[config.mk]
export PLATFORM = sky130hd
export DESIGN_NAME = hazard_sequencer
export DESIGN_NICKNAME = d
export VERILOG_FILES = /design/src/rtl/hazard_sequencer.sv
export SDC_FILE = /design/constraint.sdc
export NUM_CORES = 1
export LEC_CHECK = 0
export ABC_AREA = 0
export BUFFER_PORTS_ARGS = -buffer_cell sky130_fd_sc_hd__buf_2
export CORE_ASPECT_RATIO = 1.4
export CORE_MARGIN = 10
export CORE_UTILIZATION = 62
export CTS_CLUSTER_SIZE = 24
export DETAILED_ROUTE_END_ITERATION = 6
export GPL_TIMING_DRIVEN = 0
export PLACE_DENSITY = 0.84
export SYNTH_ARGS = -nofsm -noshare
export SYNTH_HDL_FRONTEND = slang
export SYNTH_SLANG_ARGS = --single-unit
[constraint.sdc]
create_clock -name clk -period 5.3 [get_ports clk]
set_clock_uncertainty 0.05 [all_clocks]
set_input_delay 0.795 -clock clk [delete_from_list [all_inputs] [get_ports clk]]
set_output_delay 0.795 -clock clk [all_outputs]
set_load 0.1 [all_outputs]
[src/rtl/hazard_sequencer.sv]
// hazard_sequencer: ID-stage hazard and control-flow sequencer for the 5-stage MIPS core.
// Tracks pending register writes, stalls ID on RAW hazards, redirects on j and
// holds fetch on beq until EX reports the outcome (or a timeout forces not-taken).
module hazard_sequencer #(
    parameter int unsigned WB_LAT     = 3,
    parameter int unsigned BR_TIMEOUT = 15
) (
    input  logic        clk,
    input  logic        rst,
    input  logic        ifid_valid,
    input  logic [31:0] IR,
    input  logic        br_valid,
    input  logic        br_taken,
    output logic        pc_we,
    output logic [1:0]  pc_sel,
    output logic        ifid_we,
    output logic        ifid_flush,
    output logic        id_nop,
    output logic        br_err,
    output logic [15:0] stall_cnt
);

    localparam logic [5:0] OP_RTYPE = 6'd0;
    localparam logic [5:0] OP_J     = 6'd2;
    localparam logic [5:0] OP_BEQ   = 6'd4;
    localparam logic [5:0] OP_LW    = 6'd35;
    localparam logic [5:0] OP_SW    = 6'd43;

    localparam logic [5:0] FN_ADD   = 6'd32;
    localparam logic [5:0] FN_SUB   = 6'd34;
    localparam logic [5:0] FN_SLT   = 6'd42;

    localparam logic [1:0] SEL_SEQ  = 2'd0;
    localparam logic [1:0] SEL_BR   = 2'd1;
    localparam logic [1:0] SEL_JMP  = 2'd2;

    localparam logic [1:0] PEND_INIT = 2'(WB_LAT);
    localparam logic [7:0] TMR_LAST  = 8'(BR_TIMEOUT - 1);

    typedef enum logic [0:0] {
        RUN     = 1'b0,
        BR_WAIT = 1'b1
    } state_t;

    state_t      state;
    state_t      state_nxt;
    logic [7:0]  tmr;
    logic [1:0]  pend [32];

    // instruction fields
    logic [5:0]  op;
    logic [4:0]  rs;
    logic [4:0]  rt;
    logic [4:0]  rd;
    logic [5:0]  funct;
    logic        ir_unused;

    // decoded per-instruction properties
    logic        is_rtype;
    logic        is_lw;
    logic        is_sw;
    logic        is_beq;
    logic        is_j;
    logic        rd_rs_en;
    logic        rd_rt_en;
    logic        wr_en;
    logic [4:0]  dst;

    logic        haz_rs;
    logic        haz_rt;
    logic        hazard;
    logic        issue;
    logic        issue_wr;
    logic        stall_inc;

    assign op        = IR[31:26];
    assign rs        = IR[25:21];
    assign rt        = IR[20:16];
    assign rd        = IR[15:11];
    assign funct     = IR[5:0];
    assign ir_unused = ^IR[10:6];

    // Decode the IF/ID instruction into register read/write usage; unknown encodings do nothing.
    always_comb begin
        is_rtype = (op == OP_RTYPE) &&
                   ((funct == FN_ADD) || (funct == FN_SUB) || (funct == FN_SLT));
        is_lw    = (op == OP_LW);
        is_sw    = (op == OP_SW);
        is_beq   = (op == OP_BEQ);
        is_j     = (op == OP_J);

        rd_rs_en = is_rtype | is_lw | is_sw | is_beq;
        rd_rt_en = is_rtype | is_sw | is_beq;
        wr_en    = is_rtype | is_lw;
        dst      = is_lw ? rt : rd;
    end

    // RAW hazard detection against the scoreboard; $0 is never tracked.
    always_comb begin
        haz_rs    = rd_rs_en && (rs != 5'd0) && (pend[rs] != 2'd0);
        haz_rt    = rd_rt_en && (rt != 5'd0) && (pend[rt] != 2'd0);
        hazard    = ifid_valid && (haz_rs || haz_rt);
        issue     = (state == RUN) && ifid_valid && !hazard;
        issue_wr  = issue && wr_en && (dst != 5'd0);
        stall_inc = ((state == RUN) && hazard) || (state == BR_WAIT);
    end

    // Next-state and pipeline control outputs; reset forces the bubble/hold values.
    always_comb begin
        state_nxt  = state;
        pc_we      = 1'b0;
        pc_sel     = SEL_SEQ;
        ifid_we    = 1'b0;
        ifid_flush = 1'b0;
        id_nop     = 1'b1;
        br_err     = 1'b0;

        if (rst) begin
            unique case (state)
                RUN: begin
                    br_err = br_valid;
                    if (!ifid_valid) begin
                        pc_we   = 1'b1;
                        ifid_we = 1'b1;
                    end else if (!hazard) begin
                        pc_we   = 1'b1;
                        ifid_we = 1'b1;
                        id_nop  = 1'b0;
                        if (is_j) begin
                            pc_sel     = SEL_JMP;
                            ifid_flush = 1'b1;
                        end else if (is_beq) begin
                            state_nxt = BR_WAIT;
                        end
                    end
                end
                BR_WAIT: begin
                    if (br_valid) begin
                        state_nxt = RUN;
                        if (br_taken) begin
                            pc_we      = 1'b1;
                            pc_sel     = SEL_BR;
                            ifid_flush = 1'b1;
                        end
                    end else if (tmr == TMR_LAST) begin
                        br_err    = 1'b1;
                        state_nxt = RUN;
                    end
                end
                default: state_nxt = RUN;
            endcase
        end
    end

    // State register and branch-wait timer.
    always_ff @(posedge clk or negedge rst) begin
        if (!rst) begin
            state <= RUN;
            tmr   <= '0;
        end else begin
            state <= state_nxt;
            if (issue && is_beq)
                tmr <= '0;
            else if (state == BR_WAIT)
                tmr <= tmr + 8'd1;
        end
    end

    // Scoreboard: age every pending entry, reload the destination on a writing issue.
    always_ff @(posedge clk or negedge rst) begin
        if (!rst) begin
            for (int unsigned i = 0; i < 32; i++)
                pend[i] <= '0;
        end else begin
            for (int unsigned i = 0; i < 32; i++) begin
                if (issue_wr && (dst == 5'(i)))
                    pend[i] <= PEND_INIT;
                else if (pend[i] != 2'd0)
                    pend[i] <= pend[i] - 2'd1;
            end
        end
    end

    // Saturating count of hazard stalls and branch-wait bubbles.
    always_ff @(posedge clk or negedge rst) begin
        if (!rst)
            stall_cnt <= '0;
        else if (stall_inc && (stall_cnt != 16'hFFFF))
            stall_cnt <= stall_cnt + 16'd1;
    end

endmodule

# After elaboration in Yosys (flattened, before gate mapping)
# Index checks and enable logic that the tools add are counted.
[op_classes]
n_addsub = 34
n_mul = 0
div = 0
magnitude_cmp = 2
eq_ne = 40
shifts = 0
muxes = 108
n_bitwise = 8
reduce_logical = 122
[ops]
columns = ["op", "n"]
rows = [
  ["2-bit 2-to-1 mux", 72],
  ["2-bit nonzero test", 67],
  ["5-bit equality test, second input constant", 16],
  ["2-bit by 1-bit subtractor with 2-bit output, second input constant", 32],
  ["1-bit logical AND", 45],
  ["5-bit by 4-bit equality test with 1-bit output, second input constant", 8],
  ["6-bit equality test, second input constant", 5],
  ["1-bit 2-to-1 mux", 26],
  ["2-bit binary-select mux with 5-bit select", 2],
  ["5-bit by 3-bit equality test with 1-bit output, second input constant", 4],
  ["16-bit by 1-bit adder with 16-bit output, second input constant", 1],
  ["8-bit 2-to-1 mux", 2],
  ["16-bit != test, second input constant", 1],
  ["5-bit nonzero test", 3],
  ["6-bit greater-or-equal comparator, second input constant", 2],
  ["5-bit NOT with 6-bit output", 2],
  ["5-bit by 2-bit equality test with 1-bit output, second input constant", 2],
  ["8-bit by 1-bit adder with 8-bit output, second input constant", 1],
  ["8-bit by 4-bit equality test with 1-bit output, second input constant", 1],
  ["1-bit case mux with 2 select lines", 4],
  ["6-bit by 2-bit equality test with 1-bit output, second input constant", 1],
  ["6-bit by 3-bit equality test with 1-bit output, second input constant", 1],
  ["6-bit logical NOT", 1],
  ["5-bit by 1-bit equality test with 1-bit output, second input constant", 1],
  ["7 further kinds", 14],
]
[totals]
regBits = 89
latchBits = 0
ramBits = 0
romBits = 0
output_inout_bits = 23
word_cells = 349
memories = 0

# Depth between registers and ports, before layout
# Gate-level depths: netlist of the first run.
[depth]
ltp_word = 17
depth_mapped = 11

# Worst setup path before layout of the first run
# OpenSTA, ideal clock, no wires.
[synth_path]
path_kind = "input to output"
from = "input port IR[22]"
to = "output port pc_we"
t_arrival_ns = 3.732
required_ns = 4.455
setup_slack_ns = 0.723
stages = 10
n_path_buf = 2
path_cell_list = "buf_2 buf_2 nor3_1 a21oi_1 a211oi_1 o21ai_0 and3_1 a221oi_2 and2_1 or2_2"
[synth_between]
elab_chain_len = 12
elab_cells_between_ends = 14
cone_classes = "mux (7); bitwise (1); reduce/logical (6)"
[synth_rtl]
columns = ["element", "line_no", "source"]
rows = [
  ["start, declared", "11", "input logic [31:0] IR,"],
  ["5-bit NOT with 6-bit output (not written as such)", "100", "haz_rs = rd_rs_en && (rs != 5'd0) && (pend[rs] != 2'd0);"],
  ["2-bit binary-select mux with 5-bit select", "100", ""],
  ["2-bit 2-to-1 mux (not written as such) (2 in series)", "100", ""],
  ["2-bit nonzero test", "100", ""],
  ["1-bit logical AND *", "100", ""],
  ["1-bit logical OR *", "102", "hazard = ifid_valid && (haz_rs || haz_rt);"],
  ["1-bit logical AND *", "102", ""],
  ["1-bit 2-to-1 mux *", "125", "end else if (!hazard) begin"],
  ["1-bit 2-to-1 mux *", "122", "if (!ifid_valid) begin"],
  ["1-bit case mux with 2 select lines *", "119", "unique case (state)"],
  ["1-bit 2-to-1 mux *", "118", "if (rst) begin"],
  ["end, declared", "14", "output logic pc_we,"],
]
# Every way passes the cells marked *; elsewhere a longest branch is shown, timed or not. The select of a mux whose other input is x is not followed.

# Worst setup path in the final report of the first run
# Same ends and word-level chain as after synthesis.

==> flow_metrics.py, run 1 <==
metrics = {
    "run_status": {
        "status": "finished clean",
    },
    "pwr": {
        "total_leakage_power_nw": 3.02,
        "switchingPower_mw": 1.41,
        "p_clk_share_pct": 19.0,
        "internal_power_mw": 2.13,
        "power_frac_comb_pct": 45.1,
        "seqPwrFrac_pct": 36.0,
        "power_mw": 3.54,
        "ir_drop_v": 0.000383,
        "powerDensity_nw_per_um2": 562,
        "switching_share_pct": 39.9,
    },
    "die": {
        "ios": 60,
        "start_util_pct": 64.2,
        "rows": 40,
        "die_w_um": 100,
        "die_height_um": 132,
        "die_area_um2": 13300,
        "coreArea_um2": 8710,
    },
    "cells_and_area": {
        "nFillCells": 654,
        "finalNetCount": 739,
        "syn_to_final_growth_pct": 12.8,
        "layout-drive-gt1-share_pct": 17.9,
        "n_antenna_cell": 0,
    },
    "global_route": {
        "grt_pass1_vias": 4943,
        "antenna_found_initial": 0,
        "grt_pass1_wl_um": 22900,
        "grt_max_degree": 58,
        "grt_usage_pct": 21.2,
        "gr-total-overflow": 0,
    },
    "cts": {
        "cts_hold_buf": 0,
        "cts_tree": "done",
        "clkTransAtPathRegs_ns": 0.06,
        "root_buffer": "clkbuf_16",
        "numClockSinks": 89,
        "cts_resized": 0,
        "cts_buffers": 9,
        "post_cts_buffers": 0,
        "cts_max_path_buffers": 2,
        "clk_latency_ns": 0.34,
        "cts_htree_levels": 3,
    },
    "timing": {
        "final-hold-violation-count": 0,
        "period_minus_slack_ns": 4.47,
        "worstMarginPinSlew_ns": 0.987,
        "maxSlewViolCount": 0,
        "relSlewSlack_pct": 33.5,
        "setup_viol": 0,
        "fmax_ghz": 0.223,
        "fin_tns_setup_ns": 0,
        "rsz0062_at_grt": "no",
        "fin_crit_sh_pct": 84.4,
        "hold_slack_ns": 0.386,
    },
    "routing": {
        "drt_iter0_markers": 449,
        "ant_nets": 0,
        "firstDrtPassIters": 6,
        "vias": 4774,
        "vias_per_cell": 6.15,
        "wire_per_inst_um": 17.8,
        "route.detailed.drc": 0,
        "wl_um": 13800,
    },
    "synthesis": {
        "synth_enable_flop_cells": 0,
        "yosysWarnings": 0,
        "syn_nets": 679,
        "ys_seq_elements": 89,
        "synthDistinctLibCells": 58,
        "ys.flop_type": "dfrtp_1",
        "seq_area_frac_synth_pct": 39.9,
        "synthArstFlopShare_pct": 100,
        "syn-cell-area_um2": 5590,
        "synth_area_per_cell_um2": 9.20,
        "postSynthCellCount": 607,
    },
    "worst_setup_path": {
        "worst_setup_path_start_kind": "input port",
        "crit_type": "input port to output pin",
        "worst_setup_path_end_kind": "output pin",
        "r2r_end": "pend[25]",
        "worstRegToRegCells": 9,
        "cp.arrival_ns": 3.63,
        "regToRegSetupSlack_ns": 2.24,
        "cp.required_ns": 4.45,
        "reg2reg_from": "pend[42]",
        "worstPathMaxFanout": 10,
    },
    "placed_design": {
        "io_buffers": 48,
        "gp_congestion": 0.938,
        "hpwlAfterDp_um": 10100,
    },
    "flow_run": {
        "drv_cap": 0,
    },
    "hold_path": {
        "hold_class": "input port to async pin",
    },
}
stage by stage:
stage | cell area (µm²) | cells | util, % | worst slack (ns)
finish | 6300 | 776 | 72.3 | 0.825
global placement | 5960 | 760 | 68.4 | 0.885
floorplan | 5590 | 607 | - | 0.723
CTS | 6300 | 776 | 72.3 | 0.904
global route | 6300 | 776 | 72.3 | 0.598
detailed placement | 5990 | 761 | 68.8 | 0.931
critical path: stages:
cell and delay [ns]:
buf_2 0.20, buf_2 0.28, a211oi_1 0.12, nor4b_1 0.57
a311oi_2 0.09, and3_1 0.22, a221oi_2 0.57, and2_1 0.24
or2_2 0.10, buf_2 0.41
cell families (layout without fill, tap and decap cells):
family / Yosys count / in the layout / synth area share, %
compound gates: 132 / 132 / 14.4
buf+inv: 95 / 159 / 6.94
mux: 26 / 26 / 6.61
fa+ha+maj: 35 / 35 / 7.84
simple gates: 178 / 178 / 16.2
flops: 89 / 89 / 39.9
xor+xnor: 52 / 52 / 8.15
cells in the final DEF (no fill, tap or decap), types with 9 or more instances in the layout:
cell	instances
o21ai_0	34
xor2_1	47
clkbuf_16	9
o21ai_1	38
dfrtp_1	89
inv_1	72
mux2_2	17
nor3_1	24
nand3_1	16
a21oi_1	25
nor2_1	66
buf_2	57
ha_1	35
nand2_1	24
Yosys cell counts, types with 4 or more instances:
| cell | count | area [µm²] |
|---|---|---|
| xor2_1 | 47 | 412 |
| a21oi_1 | 25 | 125 |
| ha_1 | 35 | 438 |
| nor4b_1 | 4 | 35.0 |
| nor3_1 | 24 | 120 |
| clkbuf_1 | 5 | 18.8 |
| nor4_1 | 5 | 31.3 |
| nand2b_1 | 5 | 31.3 |
| a211oi_1 | 7 | 52.6 |
| o31ai_1 | 4 | 30.0 |
| buf_2 | 10 | 50.1 |
| inv_1 | 72 | 270 |
| mux2_2 | 17 | 191 |
| nor2_1 | 66 | 248 |
| dfrtp_1 | 89 | 2230 |
| mux4_2 | 7 | 158 |
| o21ai_1 | 38 | 190 |
| and3_1 | 4 | 25.0 |
| o21ai_0 | 34 | 170 |
| nand4_1 | 5 | 31.3 |
| xnor2_1 | 5 | 43.8 |
| nand2_1 | 24 | 90.1 |
| nand3_1 | 16 | 80.1 |
power by group through the flow:
stage | clock (mW) | sequential (mW) | combinational (mW)
global placement | 0 | 1.25 | 1.43
floorplan | 0 | 1.32 | 1.16
finish | 0.672 | 1.27 | 1.60
detailed placement | 0 | 1.28 | 1.56
global route | 0.709 | 1.32 | 1.83
CTS | 0.677 | 1.27 | 1.60
layer usage:
metal	global-route usage (%)	part of all wire, %
met5	0	0
met1	25.1	40
met3	4.83	7.8
met4	9.37	3.6
met2	35.2	49
sequential cells by signal, indices dropped and copies added, names as in the netlist:
name       flops
pend          64
state          1
stall_cnt     16
tmr            8
worst max-delay path by stage:
stage / slack, ns / depth (start not counted) / end / start
global placement: 0.89 / 10 / pc_we / IR[22]
global route: 0.60 / 11 / pc_we / IR[22]
finish: 0.83 / 10 / pc_we / IR[22]
detailed placement: 0.93 / 10 / pc_we / IR[22]
CTS: 0.90 / 10 / pc_we / IR[22]
floorplan: 0.72 / 10 / pc_we / IR[22]
area by class of cell:
type	count	area [µm²]	share of cell area [%]
Buffer	20	106	1.69
Clock buffer	12	246	3.91
Clock inverter	3	65.1	1.03
Inverter	75	282	4.47
Multi-Input combinational cell	423	2970	47.2
Sequential cell	89	2230	35.4
Tap cell	105	131	2.09
Timing Repair Buffer	49	270	4.29
(Power assumes the default switching activity.)
==> run 2: changes to the inputs <==
Settings changed: CORE_UTILIZATION 62 to 54, PLACE_DENSITY 0.84 to 0.77.
Clock period 5.3 ns to 4.1 ns, I/O delays scaled along.
==> run 2 against run 1 <==
Worst hold slack got worse by 0.29 ns. Power up 28%. Cell area is 1.4% higher. Die area up 12%. Via count shrank 3.0%. Largest power group unchanged. Core utilization fell by 8.5 points. Global-route usage is 2.2 points lower. Sequential power is 29% higher. Clock power increased by 26%. Critical path depth shrank 1. Register-to-register slack lost 1.1 ns. Critical endpoint is now ifid_flush. Sequential cell count did not move.
==> flow_metrics.py, run 2 (same netlist as run 1, synthesis figures left out) <==
metrics = {
    "placed_design": {
        "dp_slack_ns": -0.218,
        "hpwlAfterDp_um": 10200,
        "gp_congestion": 0.878,
        "io_buffers": 48,
    },
    "cts": {
        "cts_max_path_buffers": 2,
        "clkTransAtPathRegs_ns": 0.06,
        "numClockSinks": 89,
        "cts_buffers": 9,
        "clk_latency_ns": 0.34,
        "root_buffer": "clkbuf_16",
        "cts_tree": "done",
        "cts_hold_buf": 0,
        "cts_htree_levels": 3,
    },
    "routing": {
        "route.detailed.drc": 0,
        "firstDrtPassIters": 5,
        "wire_per_inst_um": 17.0,
        "vias_per_cell": 5.74,
        "wl_um": 13700,
        "vias": 4632,
        "drt_iter0_markers": 227,
        "ant_nets": 0,
    },
    "timing": {
        "worstMarginPinSlew_ns": 0.972,
        "fmax_ghz": 0.250,
        "rsz0062_at_grt": "no",
        "fin_crit_sh_pct": 97.7,
        "hold_slack_ns": 0.0955,
        "maxSlewViolCount": 0,
        "relSlewSlack_pct": 34.5,
        "setup_viol": 0,
        "fin_ws_ns": 0.0949,
        "fin_tns_setup_ns": 0,
        "period_minus_slack_ns": 4.01,
        "final-hold-violation-count": 0,
    },
    "pwr": {
        "total_leakage_power_nw": 3.02,
        "seqPwrFrac_pct": 36.1,
        "power_frac_comb_pct": 45.2,
        "power_mw": 4.54,
        "switching_share_pct": 40.1,
        "p_clk_share_pct": 18.7,
        "internal_power_mw": 2.72,
        "switchingPower_mw": 1.82,
        "ir_drop_v": 0.000548,
        "powerDensity_nw_per_um2": 710,
    },
    "cells_and_area": {
        "reg_top3": "pend (64), stall_cnt (16), tmr (8)",
        "final_common_cell": "dfrtp_1",
        "largest_reg_flops": 64,
        "final_core_util_pct": 63.8,
        "top_register": "pend",
        "syn_to_final_growth_pct": 14.3,
        "finalNetCount": 739,
        "layout_common_cells": "dfrtp_1, inv_1, nor2_1, buf_2, xor2_1",
        "n_antenna_cell": 0,
        "layout-drive-gt1-share_pct": 18.8,
    },
    "global_route": {
        "grt_max_degree": 78,
        "grt_pass1_vias": 4819,
        "antenna_found_initial": 0,
        "grt_pass1_wl_um": 23000,
        "grt_usage_pct": 19.0,
        "gr-total-overflow": 0,
    },
    "worst_setup_path": {
        "reg2reg_from": "pend[7]",
        "crit_start": "IR[22]",
        "worst_setup_path_end_kind": "output pin",
        "cp.arrival_ns": 3.34,
        "crit_type": "input port to output pin",
        "worstPathMaxFanout": 10,
        "worst_setup_path_start_kind": "input port",
        "cp.required_ns": 3.43,
    },
    "die": {
        "rows": 43,
        "die_area_um2": 14900,
        "coreArea_um2": 10000,
        "die_height_um": 140,
        "ios": 60,
        "start_util_pct": 55.8,
        "die_w_um": 106,
    },
    "hold_path": {
        "hold_class": "input port to async pin",
    },
    "run_status": {
        "status": "finished clean",
    },
    "flow_run": {
        "drv_cap": 0,
    },
}
[run 2: critical path, stage by stage]
cell,delay (ns)
buf_2,0.22
buf_2,0.29
a211oi_1,0.13
o41ai_2,0.48
nand2_1,0.22
a311oi_4,0.55
and4_2,0.31
or2_2,0.10
buf_2,0.41
[run 2: power by group through the flow]
stage | clock network, mW | logic [mW] | registers [mW]
3_5_place_dp | 0 | 2.02 | 1.65
5_1_grt | 0.903 | 2.35 | 1.70
3_3_place_gp | 0 | 1.86 | 1.61
4_1_cts | 0.860 | 2.06 | 1.63
6_report | 0.847 | 2.05 | 1.64
2_1_floorplan | 0 | 1.51 | 1.70
[run 2: final timing paths]
| check | to | slack [ns] | cells after the start |
|---|---|---|---|
| max in group asynchronous | pend[29] | 3.23 | 2 |
| max reg2reg | pend[39] | 1.10 | 9 |
| min in group clk | stall_cnt[8] | 0.44 | 1 |
| max | ifid_flush | 0.09 | 9 |
| min reg2reg | stall_cnt[8] | 0.44 | 1 |
| min | stall_cnt[6] | 0.1 | 1 |
[run 2: metal layers]
layer  share of wire, %  global-route usage [%]  vias up
li1                   -                       -     2227
met1                 43                    22.9     2252
met2                 49                    31.8      127
met3                4.9                    3.81       26
met4                2.8                    8.51        0
met5                  0                       0        -
[run 2: layout make-up]
type                    count  area (µm²)
fillers                   866        3620
multi-input cells         423        3020
well taps                 135         169
clock inverters             4        51.3
inverters                  75         282
repair buffers             49         273
flip-flops and latches     89        2230
plain buffers              20         106
clock buffers              12         256
[run 2: what timing repair did]
| action | CTS | global route |
|---|---|---|
| pin swaps | 0 | 1 |
| gates resized for setup | 3 | 3 |
| setup endpoints to repair | 2 | 2 |
| buffers inserted | 0 | 0 |
[run 2: stage by stage]
stage,instance area (µm²),cells
2_1_floorplan,5590,607
3_3_place_gp,6000,790
3_5_place_dp,6030,791
4_1_cts,6370,807
5_1_grt,6390,807
6_report,6390,807
